## config.mk

```make
export PLATFORM = sky130hd
export DESIGN_NAME = coeff_rank_sorter
export DESIGN_NICKNAME = d
export VERILOG_FILES = /design/src/rtl/gabor_sort_pkg.sv /design/src/rtl/sort_cas_cell.sv /design/src/rtl/coeff_rank_sorter.sv
export SDC_FILE = /design/constraint.sdc
export NUM_CORES = 1
export LEC_CHECK = 0
export CORE_MARGIN = 2
export CORE_UTILIZATION = 40
export DETAILED_ROUTE_END_ITERATION = 10
export PLACE_DENSITY_LB_ADDON = 0.08
export SLEW_MARGIN = 10
export SYNTH_ARGS = -nofsm -noshare
export SYNTH_HDL_FRONTEND = slang
export SYNTH_SLANG_ARGS = --single-unit
```

## constraint.sdc

```tcl
create_clock -name clk -period 21.9 [get_ports clk]
set_input_delay 2.19 -clock clk [delete_from_list [all_inputs] [get_ports clk]]
set_output_delay 2.19 -clock clk [all_outputs]
set_load 0.01 [all_outputs]
```

## src/rtl/gabor_sort_pkg.sv

```systemverilog
// Shared types, default widths and the ranking comparator for the Gabor coefficient sorter.
// Build option: SORT_SIGNED_EN ranks by the signed value of {sign,mag} instead of magnitude only.
package gabor_sort_pkg;

   localparam int DEF_NUM_CH      = 4;
   localparam int DEF_MAG_W       = 10;
   localparam int DEF_KERNEL_SIZE = 5;
   localparam int DEF_IDX_W       = $clog2(DEF_NUM_CH);
   localparam int KEY_W           = 32;

`ifdef SORT_SIGNED_EN
   localparam logic SIGNED_KEY = 1'b1;
`else
   localparam logic SIGNED_KEY = 1'b0;
`endif

   typedef struct packed {
      logic                 sign;
      logic [DEF_MAG_W-1:0] mag;
   } coeff_t;

   typedef struct packed {
      coeff_t               coeff;
      logic [DEF_IDX_W-1:0] idx;
   } lane_t;

   // A tap counts as negative only in the signed build and only when non-zero (-0 == +0).
   function automatic logic key_neg(input logic sign, input logic [KEY_W-1:0] mag);
      return SIGNED_KEY & sign & (mag != {KEY_W{1'b0}});
   endfunction

   // True when lane a must stay above lane b; equal keys keep ascending channel order.
   function automatic logic key_gt(input logic neg_a, input logic [KEY_W-1:0] mag_a,
                                   input logic [KEY_W-1:0] idx_a,
                                   input logic neg_b, input logic [KEY_W-1:0] mag_b,
                                   input logic [KEY_W-1:0] idx_b);
      logic gt;
      if (neg_a != neg_b) begin
         gt = neg_b;
      end else if (mag_a == mag_b) begin
         gt = (idx_a < idx_b);
      end else if (neg_a) begin
         gt = (mag_a < mag_b);
      end else begin
         gt = (mag_a > mag_b);
      end
      return gt;
   endfunction

endpackage

```

## src/rtl/sort_cas_cell.sv

```systemverilog
// Combinational compare-and-swap of two ranked lanes; the winner leaves on the hi port.
module sort_cas_cell
   import gabor_sort_pkg::*;
#(
   parameter int MAG_W = DEF_MAG_W,
   parameter int IDX_W = DEF_IDX_W
)(
   input  logic [MAG_W:0]   a_coeff,
   input  logic [IDX_W-1:0] a_idx,
   input  logic [MAG_W:0]   b_coeff,
   input  logic [IDX_W-1:0] b_idx,
   output logic [MAG_W:0]   hi_coeff,
   output logic [IDX_W-1:0] hi_idx,
   output logic [MAG_W:0]   lo_coeff,
   output logic [IDX_W-1:0] lo_idx
);

   logic keep_s;

   // Keep order when a outranks b, otherwise swap the whole lane.
   always_comb begin
      keep_s = key_gt(key_neg(a_coeff[MAG_W], KEY_W'(a_coeff[MAG_W-1:0])),
                      KEY_W'(a_coeff[MAG_W-1:0]), KEY_W'(a_idx),
                      key_neg(b_coeff[MAG_W], KEY_W'(b_coeff[MAG_W-1:0])),
                      KEY_W'(b_coeff[MAG_W-1:0]), KEY_W'(b_idx));
      if (keep_s) begin
         hi_coeff = a_coeff;
         hi_idx   = a_idx;
         lo_coeff = b_coeff;
         lo_idx   = b_idx;
      end else begin
         hi_coeff = b_coeff;
         hi_idx   = b_idx;
         lo_coeff = a_coeff;
         lo_idx   = a_idx;
      end
   end

endmodule

```

## src/rtl/coeff_rank_sorter.sv

```systemverilog
// Streaming argsort of NUM_CH kernel taps per beat through NUM_CH odd-even transposition stages.
// Build option: SORT_SIGNED_EN (see gabor_sort_pkg) selects signed ranking.
module coeff_rank_sorter
   import gabor_sort_pkg::*;
#(
   parameter int  NUM_CH      = DEF_NUM_CH,
   parameter int  MAG_W       = DEF_MAG_W,
   parameter int  KERNEL_SIZE = DEF_KERNEL_SIZE,
   localparam int CW          = MAG_W + 1,
   localparam int IDX_W       = $clog2(NUM_CH),
   localparam int POS_W       = $clog2(KERNEL_SIZE)
)(
   input  logic                    clk,
   input  logic                    rst,
   input  logic                    in_valid,
   output logic                    in_ready,
   input  logic [NUM_CH*CW-1:0]    in_coeff,
   output logic                    out_valid,
   input  logic                    out_ready,
   output logic [NUM_CH*CW-1:0]    out_coeff,
   output logic [NUM_CH*IDX_W-1:0] out_idx,
   output logic [POS_W-1:0]        out_row,
   output logic [POS_W-1:0]        out_col,
   output logic                    out_last
);

   localparam logic [POS_W-1:0] POS_MAX = POS_W'(KERNEL_SIZE - 1);

   logic [NUM_CH*CW-1:0]    stg_coeff_s [NUM_CH];
   logic [NUM_CH*IDX_W-1:0] stg_idx_s   [NUM_CH];
   logic [NUM_CH*CW-1:0]    srt_coeff_s [NUM_CH];
   logic [NUM_CH*IDX_W-1:0] srt_idx_s   [NUM_CH];
   logic [NUM_CH*CW-1:0]    coeff_r     [NUM_CH];
   logic [NUM_CH*IDX_W-1:0] idx_r       [NUM_CH];
   logic [POS_W-1:0]        row_r       [NUM_CH];
   logic [POS_W-1:0]        col_r       [NUM_CH];
   logic [NUM_CH-1:0]       valid_r;
   logic [NUM_CH-1:0]       last_r;
   logic [POS_W-1:0]        row_cnt_r;
   logic [POS_W-1:0]        col_cnt_r;
   logic                    en_s;
   logic                    acc_s;
   logic                    tag_last_s;

   assign en_s       = out_ready | ~valid_r[NUM_CH-1];
   assign acc_s      = in_valid & en_s;
   assign tag_last_s = (row_cnt_r == POS_MAX) && (col_cnt_r == POS_MAX);

   for (genvar s = 0; s < NUM_CH; s++) begin : g_stage
      if (s == 0) begin : g_head
         assign stg_coeff_s[0] = in_coeff;
         for (genvar c = 0; c < NUM_CH; c++) begin : g_idx
            assign stg_idx_s[0][c*IDX_W +: IDX_W] = IDX_W'(c);
         end
      end else begin : g_body
         assign stg_coeff_s[s] = coeff_r[s-1];
         assign stg_idx_s[s]   = idx_r[s-1];
      end
      // Even stages pair (2k,2k+1), odd stages pair (2k+1,2k+2); edge lanes without a partner pass.
      for (genvar c = 0; c < NUM_CH; c++) begin : g_lane
         if (((c % 2) == (s % 2)) && ((c + 1) < NUM_CH)) begin : g_cas
            sort_cas_cell #(.MAG_W(MAG_W), .IDX_W(IDX_W)) u_cas (
               .a_coeff  (stg_coeff_s[s][c*CW +: CW]),
               .a_idx    (stg_idx_s[s][c*IDX_W +: IDX_W]),
               .b_coeff  (stg_coeff_s[s][(c+1)*CW +: CW]),
               .b_idx    (stg_idx_s[s][(c+1)*IDX_W +: IDX_W]),
               .hi_coeff (srt_coeff_s[s][c*CW +: CW]),
               .hi_idx   (srt_idx_s[s][c*IDX_W +: IDX_W]),
               .lo_coeff (srt_coeff_s[s][(c+1)*CW +: CW]),
               .lo_idx   (srt_idx_s[s][(c+1)*IDX_W +: IDX_W])
            );
         end else if (!((c >= 1) && (((c - 1) % 2) == (s % 2)))) begin : g_pass
            assign srt_coeff_s[s][c*CW +: CW]       = stg_coeff_s[s][c*CW +: CW];
            assign srt_idx_s[s][c*IDX_W +: IDX_W]   = stg_idx_s[s][c*IDX_W +: IDX_W];
         end
      end
   end

   // Stage registers: all stages shift together whenever the output side can move.
   always_ff @(posedge clk) begin
      if (rst) begin
         valid_r <= {NUM_CH{1'b0}};
         last_r  <= {NUM_CH{1'b0}};
         for (int i = 0; i < NUM_CH; i++) begin
            coeff_r[i] <= {(NUM_CH*CW){1'b0}};
            idx_r[i]   <= {(NUM_CH*IDX_W){1'b0}};
            row_r[i]   <= {POS_W{1'b0}};
            col_r[i]   <= {POS_W{1'b0}};
         end
      end else if (en_s) begin
         valid_r[0] <= in_valid;
         last_r[0]  <= in_valid & tag_last_s;
         row_r[0]   <= row_cnt_r;
         col_r[0]   <= col_cnt_r;
         coeff_r[0] <= srt_coeff_s[0];
         idx_r[0]   <= srt_idx_s[0];
         for (int i = 1; i < NUM_CH; i++) begin
            valid_r[i] <= valid_r[i-1];
            last_r[i]  <= last_r[i-1];
            row_r[i]   <= row_r[i-1];
            col_r[i]   <= col_r[i-1];
            coeff_r[i] <= srt_coeff_s[i];
            idx_r[i]   <= srt_idx_s[i];
         end
      end
   end

   // Window position of the next accepted tap; bubbles leave it untouched.
   always_ff @(posedge clk) begin
      if (rst) begin
         row_cnt_r <= {POS_W{1'b0}};
         col_cnt_r <= {POS_W{1'b0}};
      end else if (acc_s) begin
         if (col_cnt_r == POS_MAX) begin
            col_cnt_r <= {POS_W{1'b0}};
            row_cnt_r <= (row_cnt_r == POS_MAX) ? {POS_W{1'b0}} : row_cnt_r + POS_W'(1);
         end else begin
            col_cnt_r <= col_cnt_r + POS_W'(1);
         end
      end
   end

   assign in_ready  = en_s;
   assign out_valid = valid_r[NUM_CH-1];
   assign out_last  = last_r[NUM_CH-1];
   assign out_coeff = coeff_r[NUM_CH-1];
   assign out_idx   = idx_r[NUM_CH-1];
   assign out_row   = row_r[NUM_CH-1];
   assign out_col   = col_r[NUM_CH-1];

endmodule

```

==> results of run 1 <==
## cells in the mapped netlist
| library cell | count |
|---|---|
| a211oi_1 | 4 |
| a2111oi_4 | 2 |
| dfxtp_1 | 15 |
| and4_1 | 4 |
| nand3b_1 | 2 |
| inv_1 | 66 |
| o211ai_1 | 2 |
| or3_1 | 2 |
| a21boi_0 | 1 |
| a21boi_1 | 1 |
| o31ai_4 | 1 |
| buf_6 | 14 |
| o21bai_1 | 3 |
| nor4b_1 | 1 |
| buf_1 | 3 |
| nor3_1 | 4 |
| and2_1 | 76 |
| o211ai_4 | 2 |
| mux2i_1 | 144 |
| a21oi_1 | 27 |
| nor2_1 | 19 |
| nand3_1 | 7 |
| or4_1 | 2 |
| buf_2 | 3 |
| a32oi_1 | 1 |
| buf_4 | 2 |
| o21ai_0 | 6 |
| o21ai_1 | 2 |
| o21a_1 | 2 |
| o41ai_1 | 1 |
| clkbuf_1 | 22 |
| and3_1 | 1 |
| nand4_1 | 6 |
| xnor2_1 | 1 |
| nand2_1 | 164 |
| inv_2 | 1 |
| a21o_1 | 6 |
| ha_1 | 66 |
| edfxtp_1 | 227 |
| nand2b_1 | 12 |
| nor2b_1 | 4 |
| o31a_1 | 3 |
## sequential cells by signal (all words and copies together), names as in the netlist
signal     cells
row_r         12
coeff_r      176
last_r         4
col_cnt_r      3
valid_r        4
idx_r         28
col_r         12
row_cnt_r      3
## cell type report
type | count | share of cell area (%)
clock inverters | 11 | 0.365
well taps | 390 | 3.47
multi-input cells | 579 | 30.0
repair buffers | 116 | 8.20
clock buffers | 37 | 5.57
inverters | 67 | 1.79
flip-flops and latches | 242 | 50.6
## report_power, final
| group | internal [mW] | leakage (nW) | switching [mW] | total, mW |
|---|---|---|---|---|
| combinational | 0.133 | 2.66 | 0.137 | 0.270 |
| sequential | 0.560 | 2.84 | 0.0220 | 0.582 |
| clock | 0.248 | 0.411 | 0.174 | 0.422 |
## cells by family after synthesis
kind of cell               Yosys count  synth area share (%)
AOI/OAI and AO/OA                   64                  4.05
adders and majority gates           66                  6.97
xor gates and xnor gates             1                0.0739
DFF                                242                  60.0
buffers and inverters              111                  4.50
and+or+nand+nor                    304                  12.2
muxes                              144                  12.2
## critical path: stages
cell and delay (ns):
clkdlybuf4s50_1 0.45, nor2b_1 0.04, buf_4 0.18, inv_2 0.14, clkdlybuf4s50_1 0.56
## routing by layer
metal	vias to the layer above	global-route usage (%)	part of all wire, %
met5	-	0	0
met4	0	3.79	1.9
met3	30	2.05	3.8
met2	121	21.8	44
met1	3142	20.2	50
li1	3499	-	-
## stage by stage
step           util (%)  std cells  hold WS (ns)  instance area, µm²
2_1_floorplan         -        932         0.432               11900
3_3_place_gp       45.0       1394         0.443               13200
3_5_place_dp       45.0       1394         0.449               13200
4_1_cts            47.9       1442         0.457               14100
5_1_grt            47.9       1442         0.473               14100
6_report           47.9       1442         0.456               14100
## worst paths after layout
check | to | slack, ns | cells after the start
min | last_r[1] | 0.46 | 2
max | in_ready | 16.15 | 5
min reg2reg | last_r[1] | 0.46 | 2
max reg2reg | coeff_r[2][6] | 18.91 | 7
==> out/qor.csv, run 1 <==
stage;metric;value;unit
status;status;finished, final reports clean;
floorplan;num_rows;63;
floorplan;chipWidth;176;µm
sta;tightest_slew;1.10;ns
clocking;path_clk_slew;0.06;ns
grt;grt_max_degree;146;
clocking;hold_buffers;0;
drt;drtIter0Drc;379;
clocking;htree_num_levels;1;
sta;fmax;174;MHz
floorplan;start_util;40.3;%
critical_path;end_kind;output pin;
finish;multi_input_comb_area;4230;µm²
finish;layout_common_cells;edfxtp_1 (227), nand2_1 (164), mux2i_1 (144);
sta;fin_worst_skew;0.0174;ns
critical_path;critPathLaunchType;primary input;
floorplan;core;29400;µm²
sta;fin_crit_sh;26.3;%
placement;numPortBuffers;108;
power_and_ir_drop;p_leak;5.92;nW
synthesis;synth_top_area_share;57.5;%
floorplan;die_area;31000;µm²
grt;grt_pass1_vias;6583;
sta;maxSlewHeadroom;27.0;%
finish;seq_area;7120;µm²
clocking;clock_path_buffers;3;
clocking;numCtsBuffers;27;
finish;antennaDiodeCount;0;
power_and_ir_drop;power;1.27;mW
hold_path;worstHoldStart;last_r[1];
drt;avgViaCountPerCell;4.71;
sta;setup_violations;0;
clocking;tritoncts;built;
clocking;clk_latency;0.53;ns
finish;layout.cells.most_common;edfxtp_1;
synthesis;yosysWarnings;0;
grt;grt_usage;13.9;%
placement;dp_slack;16.13;ns
sta;final-max-slew-violation-count;0;
grt;grt-ovfl-total;0;
synthesis;netlist_instances;932;
clocking;cts_setup_buffers;0;
clocking;clock-sinks;242;
placement;routabilityCongestion;0.747;
sta;min_period;5.75;ns
critical_path;arrival;3.56;ns
floorplan;chipHeight;176;µm
drt;drc_errors;0;
critical_path;r2r_start;valid_r[3];
floorplan;pin_count;109;
sta;rsz0062_at_grt;no;
sta;finalHoldViolCount;0;
flow_run;cap_violations;0;
synthesis;syn_area;11900;µm²
clocking;ctsResizeCount;0;
power_and_ir_drop;power.density;90.6;nW/µm²
sta;setup_ws;16.15;ns
synthesis;ys_types;42;
drt;drt_pass1_iterations;4;
synthesis;ys_seq_area_share;60.0;%
finish;finalNetCount;1147;
critical_path;critical_path_peak_fanout;11;
synthesis;ys_seq_elements;242;
clocking;root_buffer;clkbuf_16;
critical_path;startpoint;out_ready;
sta;final.setup.tns;0;ns
power_and_ir_drop;peakVddDrop;0.0523;mV
finish;syn_to_final_growth;18.7;%
drt;drtAntennaViolNets;0;
placement;hpwl;14.7;mm
finish;drive_gt1_share;5.23;%
synthesis;synth_area_leaders;edfxtp_1 (58%), mux2i_1 (12%), ha_1 (7.0%);
drt;vias;6792;
grt;grt_pass1_wl;34.5;mm
drt;wire_per_inst;14.7;µm
synthesis;syn_area_per_cell;12.7;µm²
critical_path;critPathKind;in -> out;
synthesis;synth_fp_nets;1046;
finish;nFillCells;2665;
drt;wirelength;21.2;mm
grt;antenna_found_initial;0;
synthesis;synth_top_area_cell;edfxtp_1;
critical_path;cp_data_required_time;19.71;ns
hold_path;hold_class;reg -> reg;
(Power assumes the default switching activity.)
==> run 2: changes to the inputs <==
==> constraint.sdc (replaced) <==
create_clock -name clk -period 5.51 [get_ports clk]
set_input_delay 0.551 -clock clk [delete_from_list [all_inputs] [get_ports clk]]
set_output_delay 0.551 -clock clk [all_outputs]
set_load 0.01 [all_outputs]
==> run 2 against run 1 <==
Compared with the run above:
- clock-buffer cell count down 4
- setup slack lost 14 ns
- via count grew 0.43%
- sequential share of layout area hardly changed
- register-to-register slack worse by 16 ns
- worst hold slack lost 0.0028 ns
- non-clock buffer count is 4 higher
==> out/qor.csv, run 2 (synthesis gave the netlist of run 1 again) <==
stage;metric;value;unit
clocking;htree_num_levels;1;
placement;routabilityCongestion;0.784;
clocking;clock_path_buffers;3;
grt;grt_max_degree;112;
status;status;finished, final reports clean;
finish;top_regs;coeff_r (176), idx_r (28);
floorplan;pin_count;109;
finish;drive_gt1_share;5.22;%
grt;grt_usage;13.9;%
grt;grt_pass1_vias;6504;
sta;tightest_slew;1.03;ns
grt;grt_pass1_wl;34.4;mm
sta;fin_crit_sh;55.0;%
finish;layout.cells.most_common;edfxtp_1;
critical_path;critPathLaunchType;primary input;
clocking;numCtsBuffers;26;
critical_path;critical_path_peak_fanout;11;
finish;nFillCells;2657;
finish;finalNonFillerCells;1443;
power_and_ir_drop;power.density;356;nW/µm²
sta;finalHoldViolCount;0;
drt;wire_per_inst;15.0;µm
sta;setup_violations;0;
finish;regMostFlops;coeff_r;
clocking;hold_buffers;0;
sta;final-max-slew-violation-count;0;
power_and_ir_drop;peakVddDrop;0.201;mV
clocking;tritoncts;built;
hold_path;hold_class;reg -> reg;
placement;hpwl;15.5;mm
clocking;clock-sinks;242;
drt;drc_errors;0;
grt;antenna_found_initial;0;
floorplan;chipHeight;176;µm
power_and_ir_drop;p_leak;5.91;nW
floorplan;num_rows;63;
critical_path;arrival;2.48;ns
drt;avgViaCountPerCell;4.73;
clocking;cts_setup_buffers;0;
floorplan;core;29400;µm²
finish;syn_to_final_growth;18.6;%
clocking;root_buffer;clkbuf_16;
drt;drtIter0Drc;408;
sta;final.setup.tns;0;ns
clocking;path_clk_slew;0.06;ns
floorplan;die_area;31000;µm²
finish;antennaDiodeCount;0;
sta;min_period;3.03;ns
floorplan;start_util;40.3;%
floorplan;chipWidth;176;µm
drt;wirelength;21.6;mm
clocking;clk_latency;0.52;ns
grt;grt-ovfl-total;0;
placement;numPortBuffers;108;
critical_path;cp_data_required_time;4.96;ns
flow_run;cap_violations;0;
drt;vias;6821;
sta;fin_worst_skew;0.0115;ns
finish;finalNetCount;1150;
drt;drtAntennaViolNets;0;
finish;largest_reg_flops;176;
critical_path;critPathKind;in -> out;
placement;placedCellCount;1398;
drt;drt_pass1_iterations;4;
clocking;ctsResizeCount;0;
sta;rsz0062_at_grt;no;
sta;fmax;330;MHz
critical_path;end_kind;output pin;
sta;maxSlewHeadroom;31.1;%
finish;layout_common_cells;edfxtp_1 (227), nand2_1 (164), mux2i_1 (144);
[run 2: critical path, cell delays in order]
cell and delay (ns):
clkdlybuf4s50_1 0.40, nor2b_1 0.73, inv_2 0.23, clkdlybuf4s50_1 0.55
[run 2: power breakdown]
| part | internal [mW] | switching (mW) |
|---|---|---|
| Sequential | 2.23 | 0.0839 |
| Clock | 0.936 | 0.678 |
| Combinational | 0.530 | 0.555 |
| Total | 3.69 | 1.32 |
[run 2: worst paths after layout]
path / start / cells after the start / to / slack, ns
min reg2reg: valid_r[1] / 2 / valid_r[1] / 0.45
max reg2reg: valid_r[3] / 3 / coeff_r[3][26] / 2.96
max: out_ready / 4 / in_ready / 2.48
min: valid_r[1] / 2 / valid_r[1] / 0.45
[run 2: cell type report]
cell class | count | area, µm² | area share, %
Tap cell | 390 | 488 | 3.47
Sequential cell | 242 | 7120 | 50.6
Inverter | 67 | 251 | 1.79
Multi-Input combinational cell | 579 | 4230 | 30.1
Clock inverter | 12 | 85.1 | 0.605
Timing Repair Buffer | 120 | 1200 | 8.51
Clock buffer | 33 | 698 | 4.96
[run 2: per-stage QoR]
stage	cell area [µm²]	util, %	hold slack (ns)	total power [mW]	setup slack [ns]
6_report	14100	47.8	0.454	5.01	2.48
3_3_place_gp	13300	45.2	0.444	3.44	2.19
4_1_cts	14100	47.8	0.460	5.08	2.45
2_1_floorplan	11900	-	0.432	3.22	1.30
5_1_grt	14100	47.8	0.486	5.25	2.32
3_5_place_dp	13300	45.2	0.449	3.46	2.21
[run 2: routing by layer]
metal  vias to the layer above  global-route usage (%)  wire length, µm
met5                         -                       0                0
li1                       3501                       -                -
met1                      3168                    20.1            10800
met2                       126                    22.0             9550
met3                        26                    2.09              860
met4                         0                    3.34              365
==> run 3: changes to the inputs <==
==> constraint.sdc (replaced) <==
create_clock -name clk -period 3 [get_ports clk]
set_input_delay 0.3 -clock clk [delete_from_list [all_inputs] [get_ports clk]]
set_output_delay 0.3 -clock clk [all_outputs]
set_load 0.01 [all_outputs]
==> run 3 against run 2 <==
Compared with the run above:
- register-to-register slack got worse by 2.6 ns
- global-route usage increased by 0.26 points
- non-clock buffer count increased by 7
- power increased by 88%
- routed wire length increased by 0.73%
- flip-flop and latch count unchanged
- clock power increased by 96%
- setup slack got worse by 2.1 ns
- clock-buffer cell count increased by 3
- worst hold slack got worse by 0.069 ns
- via count increased by 0.23%
- critical endpoint is now coeff_r[1][18]
- largest cell class unchanged
- largest power group unchanged
==> out/qor.csv, run 3 (synthesis gave the netlist of run 1 again) <==
stage;metric;value;unit
finish;largest_reg_flops;176;
critical_path;critical_path_peak_fanout;13;
critical_path;r2r_end;coeff_r[1][18];
clocking;clock_path_buffers;3;
finish;finish.utilization;48.5;%
drt;drc_errors;0;
finish;regMostFlops;coeff_r;
drt;drt_pass1_iterations;5;
critical_path;cp_data_required_time;3.37;ns
power_and_ir_drop;p_switching;2.46;mW
sta;rsz0062_at_grt;no;
status;status;finished, final reports clean;
drt;avgViaCountPerCell;4.70;
critical_path;r2r_start;coeff_r[0][19];
sta;min_period;2.60;ns
power_and_ir_drop;p_int;6.95;mW
clocking;root_buffer;clkbuf_16;
critical_path;slowest_delay;0.68;ns
grt;antenna_found_initial;0;
grt;grtUsageMet1;20.3;%
sta;final.setup.tns;0;ns
grt;grt.met2_usage;22.3;%
drt;drtIter0Drc;459;
finish;top_regs;coeff_r (176), idx_r (28);
critical_path;crit_end;coeff_r[1][18];
power_and_ir_drop;p_leak;6.01;nW
hold_path;hold_class;in -> reg;
finish;drive_gt1_share;6.20;%
placement;dp_slack;0.232;ns
placement;numPortBuffers;108;
clocking;cts_setup_buffers;0;
finish;syn_to_final_growth;20.2;%
critical_path;critPathKind;reg -> reg;
placement;routabilityCongestion;0.773;
sta;fin_crit_sh;86.7;%
clocking;clk_latency;0.54;ns
power_and_ir_drop;sequentialPowerShare;45.1;%
power_and_ir_drop;peakVddDrop;0.341;mV
clocking;numCtsBuffers;27;
grt;grt_max_degree;98;
floorplan;chipWidth;176;µm
drt;vias;6837;
grt;grt_pass1_wl;34.8;mm
sta;setup_ws;0.398;ns
sta;tightest_slew;0.742;ns
finish;nFillCells;2656;
sta;fmax;384;MHz
grt;grt_use_met3;2.15;%
drt;drtAntennaViolNets;0;
drt;wirelength;21.7;mm
critical_path;end_kind;register;
critical_path;arrival;2.97;ns
critical_path;cp_cell_sequence;ha_1, and4_1, nand4_1, o21bai_1, o31ai_4, buf_4, mux2i_1;
power_and_ir_drop;power.density;661;nW/µm²
floorplan;chipHeight;176;µm
critical_path;critPathLaunchType;register;
sta;fin_worst_skew;0.0194;ns
grt;grt.busiest_layer;met2;
sta;final-max-slew-violation-count;0;
clocking;hold_buffers;0;
drt;wire_per_inst;14.9;µm
floorplan;num_rows;63;
flow_run;cap_violations;0;
power_and_ir_drop;sw_frac_of_total;26.1;%
clocking;tritoncts;built;
grt;grt_pass1_vias;6478;
power_and_ir_drop;p_clk_share;33.6;%
placement;hpwl;15.9;mm
critical_path;startpoint;coeff_r[0][19];
clocking;htree_num_levels;1;
finish;layout_common_cells;edfxtp_1 (227), nand2_1 (164), mux2i_1 (144);
sta;finalHoldViolCount;0;
power_and_ir_drop;combPwrFrac;21.3;%
clocking;ctsResizeCount;0;
sta;setup_violations;0;
finish;antennaDiodeCount;0;
floorplan;die_area;31000;µm²
grt;grt-ovfl-total;0;
sta;maxSlewHeadroom;50.6;%
grt;grt_usage;14.1;%
critical_path;rr_worst_depth;7;
critical_path;critical_path.slowest_cell;o31ai_4;
floorplan;core;29400;µm²
floorplan;start_util;40.3;%
critical_path;ff2ff_setup_slack;0.40;ns
finish;layout.cells.most_common;edfxtp_1;
finish;finalNetCount;1158;
clocking;clock-sinks;242;
clocking;path_clk_slew;0.06;ns
floorplan;pin_count;109;
[run 3: cell types whose count changed in the layout (fill, tap and decap cells not counted), sizes merged]
cell,delta
buf,+7
clkbuf,+3
clkinv,+2
bufinv,+1
clkinvlp,-1
[run 3: how the worst min path moves through the flow]
stage | from | to | slack (ns) | depth (start not counted)
2_1_floorplan | last_r[1] | last_r[1] | 0.43 | 2
3_3_place_gp | last_r[2] | last_r[2] | 0.44 | 2
3_5_place_dp | last_r[1] | last_r[1] | 0.45 | 2
4_1_cts | in_valid | valid_r[0] | 0.36 | 3
5_1_grt | in_valid | valid_r[0] | 0.39 | 3
6_report | in_valid | valid_r[0] | 0.38 | 3
[run 3: cell type report]
type | instances | area, µm² | area share, %
clock buffer | 36 | 729 | 5.12
clock inverter | 14 | 118 | 0.825
inverter | 67 | 251 | 1.76
multi-input combinational | 579 | 4230 | 29.7
sequential | 242 | 7120 | 49.9
tap | 390 | 488 | 3.42
timing repair buffer | 127 | 1320 | 9.29
[run 3: stage by stage]
step | power [mW] | hold slack [ns] | area [µm²] | std cells
after floorplan | 5.91 | 0.432 | 11900 | 932
after global placement | 6.34 | 0.443 | 13400 | 1405
after detailed placement | 6.37 | 0.447 | 13400 | 1405
after CTS | 9.57 | 0.360 | 14300 | 1455
after global routing | 9.89 | 0.391 | 14300 | 1455
final | 9.42 | 0.384 | 14300 | 1455
[run 3: critical path, delay by kind of cell (launching register included)]
family / cells / cell delay, ns
buffers and inverters: 1 / 0.31
flip-flops: 1 / 0.40
AND/OR/NAND/NOR: 2 / 0.34
multiplexers: 1 / 0.23
AO/OA/AOI/OAI: 2 / 0.83
adder cells (fa/ha/maj): 1 / 0.32
[run 3: power by group through the flow]
stage	clock (mW)	combinational, mW	sequential (mW)
2_1_floorplan	0	1.61	4.30
3_3_place_gp	0	2.02	4.32
3_5_place_dp	0	2.05	4.32
4_1_cts	3.26	2.05	4.25
5_1_grt	3.39	2.22	4.28
6_report	3.16	2.01	4.24
[run 3: layer usage]
metal,wire length (µm),vias to the layer above
met2,9780,135
li1,-,3519
met1,10700,3154
met4,382,0
met3,922,29
met5,0,-
